### src/rtl/tft_mcu_bus_master.sv
// Host-side initiator for a 16-bit 8080-style MCU parallel bus.
// Issues one CS/RS/WR/RD/DATA cycle per accepted request.
module tft_mcu_bus_master #(
  parameter int unsigned SETUP_CYC = 2,
  parameter int unsigned PULSE_CYC = 3,
  parameter int unsigned HOLD_CYC  = 2
) (
  input  logic        clk,
  input  logic        RST,
  input  logic        req_valid,
  output logic        req_ready,
  input  logic        req_rs,
  input  logic        req_rnw,
  input  logic        req_last,
  input  logic [15:0] req_wdata,
  output logic        rsp_valid,
  output logic [15:0] rsp_rdata,
  output logic        busy,
  output logic        bus_cs,
  output logic        bus_rs,
  output logic        bus_wr,
  output logic        bus_rd,
  output logic [15:0] bus_dout,
  output logic        bus_doe,
  input  logic [15:0] bus_din
);

  typedef enum logic [1:0] {
    IDLE,
    SETUP,
    STROBE,
    HOLD
  } state_e;

  localparam logic [3:0] SETUP_LD = 4'(SETUP_CYC - 1);
  localparam logic [3:0] PULSE_LD = 4'(PULSE_CYC - 1);
  localparam logic [3:0] HOLD_LD  = 4'(HOLD_CYC - 1);

  state_e      state_q;
  logic [3:0]  cnt_q;
  logic        rnw_q;
  logic        last_q;
  logic        cs_q;
  logic        rs_q;
  logic        wr_q;
  logic        rd_q;
  logic [15:0] dout_q;
  logic        doe_q;
  logic        rsp_valid_q;
  logic [15:0] rsp_rdata_q;

  logic        cnt_done;

  assign cnt_done  = (cnt_q == 4'd0);
  assign req_ready = (state_q == IDLE) && !RST;
  assign busy      = (state_q != IDLE);

  assign bus_cs    = cs_q;
  assign bus_rs    = rs_q;
  assign bus_wr    = wr_q;
  assign bus_rd    = rd_q;
  assign bus_dout  = dout_q;
  assign bus_doe   = doe_q;
  assign rsp_valid = rsp_valid_q;
  assign rsp_rdata = rsp_rdata_q;

  always_ff @(posedge clk) begin
    if (RST) begin
      state_q     <= IDLE;
      cnt_q       <= 4'd0;
      rnw_q       <= 1'b0;
      last_q      <= 1'b0;
      cs_q        <= 1'b1;
      rs_q        <= 1'b1;
      wr_q        <= 1'b1;
      rd_q        <= 1'b1;
      dout_q      <= 16'h0000;
      doe_q       <= 1'b0;
      rsp_valid_q <= 1'b0;
      rsp_rdata_q <= 16'h0000;
    end else begin
      rsp_valid_q <= 1'b0;
      unique case (state_q)
        IDLE: begin
          if (req_valid) begin
            state_q <= SETUP;
            cnt_q   <= SETUP_LD;
            rnw_q   <= req_rnw;
            last_q  <= req_last;
            cs_q    <= 1'b0;
            rs_q    <= req_rs;
            doe_q   <= !req_rnw;
            if (!req_rnw) begin
              dout_q <= req_wdata;
            end
          end
        end
        SETUP: begin
          if (cnt_done) begin
            state_q <= STROBE;
            cnt_q   <= PULSE_LD;
            wr_q    <= rnw_q;
            rd_q    <= !rnw_q;
          end else begin
            cnt_q <= cnt_q - 4'd1;
          end
        end
        STROBE: begin
          if (cnt_done) begin
            state_q <= HOLD;
            cnt_q   <= HOLD_LD;
            wr_q    <= 1'b1;
            rd_q    <= 1'b1;
            // Read data is sampled as RD rises, valid for the first HOLD cycle.
            if (rnw_q) begin
              rsp_rdata_q <= bus_din;
              rsp_valid_q <= 1'b1;
            end
          end else begin
            cnt_q <= cnt_q - 4'd1;
          end
        end
        HOLD: begin
          if (cnt_done) begin
            state_q <= IDLE;
            doe_q   <= 1'b0;
            // CS stays low between burst words so the panel sees one access.
            if (last_q) begin
              cs_q <= 1'b1;
            end
          end else begin
            cnt_q <= cnt_q - 4'd1;
          end
        end
        default: begin
          state_q <= IDLE;
        end
      endcase
    end
  end

endmodule

### config.mk
export PLATFORM = sky130hd
export DESIGN_NAME = tft_mcu_bus_master
export DESIGN_NICKNAME = d
export VERILOG_FILES = /design/src/rtl/tft_mcu_bus_master.sv
export SDC_FILE = /design/constraint.sdc
export NUM_CORES = 1
export LEC_CHECK = 0
export BUFFER_PORTS_ARGS = -buffer_cell sky130_fd_sc_hd__buf_4
export CORE_ASPECT_RATIO = 0.6
export CORE_MARGIN = 4
export CORE_UTILIZATION = 48
export DETAILED_ROUTE_END_ITERATION = 10
export PLACE_DENSITY_LB_ADDON = 0.1
export SYNTH_ARGS = -nofsm -noshare
export SYNTH_HDL_FRONTEND = slang
export SYNTH_SLANG_ARGS = --single-unit
### constraint.sdc
create_clock -name clk -period 5.1 [get_ports clk]
set_clock_uncertainty 0.15 [all_clocks]
set_input_delay 0.51 -clock clk [delete_from_list [all_inputs] [get_ports clk]]
set_output_delay 0.51 -clock clk [all_outputs]
set_load 0.01 [all_outputs]
==> key figures <==
Run status
  • Outcome: completed

CTS
  • Cts repair resizes: 0
  • CTS Sinks: 46
  • Max H-tree Level: 2
  • Clk buf depth: 2
  • Cts hold-fix bufs: 0
  • Clk slew on worst S/H paths: ~0.08 ns
  • Root buffer cell: clkbuf_8
  • Post CTS Setup Buffer Count: 0
  • Clk_lat worst skew: 0.29 ns
  • TritonCTS Buffers: 5
  • CTS tree: done

Critical path
  • Crit path arrival time: 1.48 ns
  • CP Capture Type: primary output
  • Worst setup SP type: flop
  • WP data required: between 4 and 5 ns
  • Critical path type: reg2out
  • CP Max Fanout: 11

Final layout
  • Area Overhead vs Synth: 29.5%
  • Most frequent cells in the layout: buf_4 (77), dfxtp_1 (46), nand2_1 (38)
  • Nets: 346
  • Multi-input logic area: about 1100 um2
  • Reg area: between 900 and 1000 um2
  • Commonest non-fill, non-tap cell in the layout: buf_4
  • Diode count: 0
  • Fillcell total: 375
  • Share of cells above drive strength 1: about 30%

Timing
  • Final Cycle Share: 41.9%
  • Max transition margin: ~55%
  • Setup TNS: 0 ns
  • Achievable frequency: ~470 MHz
  • Period minus WS final: approximately 2.1 ns
  • Hold Fails Final Rpt: 0
  • Unrepaired setup endpoints after global routing: no
  • # setup viols final: 0
  • Worst-Margin Slew: about 0.67 ns
  • Max-slew violations: 0
  • Final worst slack: between 2 and 3 ns

Global route
  • Total grt overflow: 0
  • GRT Resource Usage Total: between 10% and 20%
  • Initial antenna violation count: 0
  • Largest net degree at the start of global routing: 70
  • M2 GR Usage: a little over a quarter
  • M3 GR Usage: ~4.8%
  • M1 GR Usage: between 20% and 30%
  • Vias in the first global route: 1615
  • GR peak layer: met2
  • First-pass GRT wire length: approximately 7.3 mm

Yosys
  • Synth warnings: 0
  • Adder-Cell Fraction of Synth Area: under 10%
  • Synth async-reset ratio: 0%
  • Number of flops mapped to enable cells by yosys: 0
  • Area share of xor/xnor cells in the synthesized design: 0%
  • Compound-cell area share of the yosys netlist: between 10% and 20%
  • Largest family of logic cells by synthesized area: simple AND/OR/NAND/NOR gates
  • Simple-Gate Fraction of Synth Area: between 20% and 30%
  • Average size of a mapped cell: 9.15 um2
  • Synth Flop Type: dfxtp_1
  • Distinct cells, synth: 42
  • Mux contribution to synthesized area: between 8 and 9%
  • Mapped cell area: roughly 2100 um2
  • FF+latch count, synth: between 40 and 50
  • Post-synth net total: roughly 280
  • Seq/Total Area, Yosys: a little over two fifths
  • Syn Inst Count: approximately 240

Power and ir drop
  • Leakage: 1.19 nW
  • Power Density: roughly 370 nW/um2
  • Peak VDD IR: between 0.15 and 0.2 mV

Floorplanning
  • Die Area: 5650 um2
  • Die Width: between 90 and 100 um
  • Core area: approximately 4200 um2
  • Initial Util: 51.0%
  • # IOs: 78
  • Die outline height: about 60 um
  • Row count: 18

Route
  • Vias: 1808
  • Residual DRC count: 0
  • First-pass DRT Iterations: 4
  • Total wire length: 4.58 mm
  • Antenna-violating nets left: 0
  • Initial DRC Count: ~130
  • Vias per cell: about 5.0
  • Routed WL per cell: roughly 13 um

Min path
  • Hold crit path type: in2reg

Flow run
  • Max-cap violations: 0

Placed design
  • Port Buffers: 77
  • Post-Place Setup Slack: a little over 3 ns
  • GPL Wtd Cong: 0.791
  • Final HPWL DP: 3.30 mm
critical path, cell delays in order (launching register included):
cell	delay, ns
dfxtp_1	0.35
inv_1	0.12
ha_1	0.36
inv_1	0.11
nor2_1	0.11
buf_4	0.13
worst paths after layout:
| kind | start | to | slack [ns] | depth (start not counted) |
|---|---|---|---|---|
| worst max-delay path | state_q[1] | req_ready | 2.96 | 5 |
| worst min-delay path | req_wdata[13] | bus_dout[13] | 0.30 | 3 |
| worst max register to register | state_q[1] | bus_doe | 3.05 | 4 |
| worst min register to register | bus_dout[5] | bus_dout[5] | 0.31 | 2 |
synth_stat cells, types with 2 or more instances:
| master | n | area, um2 |
|---|---|---|
| or3_1 | 2 | 12.5 |
| nand2_1 | 38 | 143 |
| nand4_1 | 2 | 12.5 |
| buf_12 | 2 | 40.0 |
| nand3_1 | 2 | 10.0 |
| a41oi_1 | 2 | 17.5 |
| buf_2 | 5 | 25.0 |
| and3b_1 | 2 | 17.5 |
| mux2i_1 | 19 | 190 |
| dfxtp_1 | 46 | 921 |
| o21bai_1 | 3 | 22.5 |
| a311oi_1 | 2 | 17.5 |
| clkbuf_1 | 8 | 30.0 |
| nor2b_1 | 2 | 12.5 |
| o32ai_1 | 2 | 17.5 |
| inv_1 | 7 | 26.3 |
| nor2_1 | 3 | 11.3 |
| a21oi_1 | 23 | 115 |
| nand2b_1 | 37 | 231 |
| ha_1 | 6 | 75.1 |
where the power goes:
part / switching [mW] / internal (mW) / total (mW)
Clock: 0.120 / 0.109 / 0.229
Combinational: 0.204 / 0.168 / 0.372
Sequential: 0.0263 / 0.398 / 0.424
Total: 0.350 / 0.675 / 1.03
final cells by class:
cell class              instances  area share (%)
clock buffers                   6            2.97
inverters                       7           0.944
multi-input cells             165            39.1
flip-flops and latches         46            33.1
repair buffers                 77            20.8
well taps                      60            2.70
clock inverters                 2           0.449
kinds of logic after synthesis:
family	after synthesis
multiplexers	19
AND/OR/NAND/NOR	101
AO/OA/AOI/OAI	39
buffers and inverters	24
adder cells (fa/ha/maj)	6
flip-flops	46
per-stage QoR:
| stage | cells | total power [mW] | instance area (um2) | hold slack [ns] | utilization [%] |
|---|---|---|---|---|---|
| global route | 363 | 1.09 | 2780 | 0.302 | 66.1 |
| detailed placement | 355 | 0.801 | 2690 | 0.298 | 63.8 |
| CTS | 363 | 1.03 | 2780 | 0.298 | 66.1 |
| global placement | 355 | 0.797 | 2690 | 0.294 | 63.8 |
| floorplan | 235 | 0.696 | 2150 | 0.286 | - |
| finish | 363 | 1.03 | 2780 | 0.304 | 66.1 |
flip-flops by register name (all words and copies together), names as in the netlist:
| register | flops |
|---|---|
| rsp_rdata | 16 |
| cnt_q | 4 |
| last_q | 1 |
| bus_doe | 1 |
| state_q | 2 |
| bus_wr | 1 |
| bus_cs | 1 |
| rsp_valid | 1 |
| bus_dout | 16 |
| bus_rd | 1 |
| bus_rs | 1 |
| rnw_q | 1 |
layer usage:
metal / up-vias / wire [um]
li1: 922 / -
met1: 817 / 2140
met2: 62 / 2060
met3: 7 / 340
met4: 0 / 44
met5: - / 0
No activity file was read; power rests on OpenSTA's default activity.
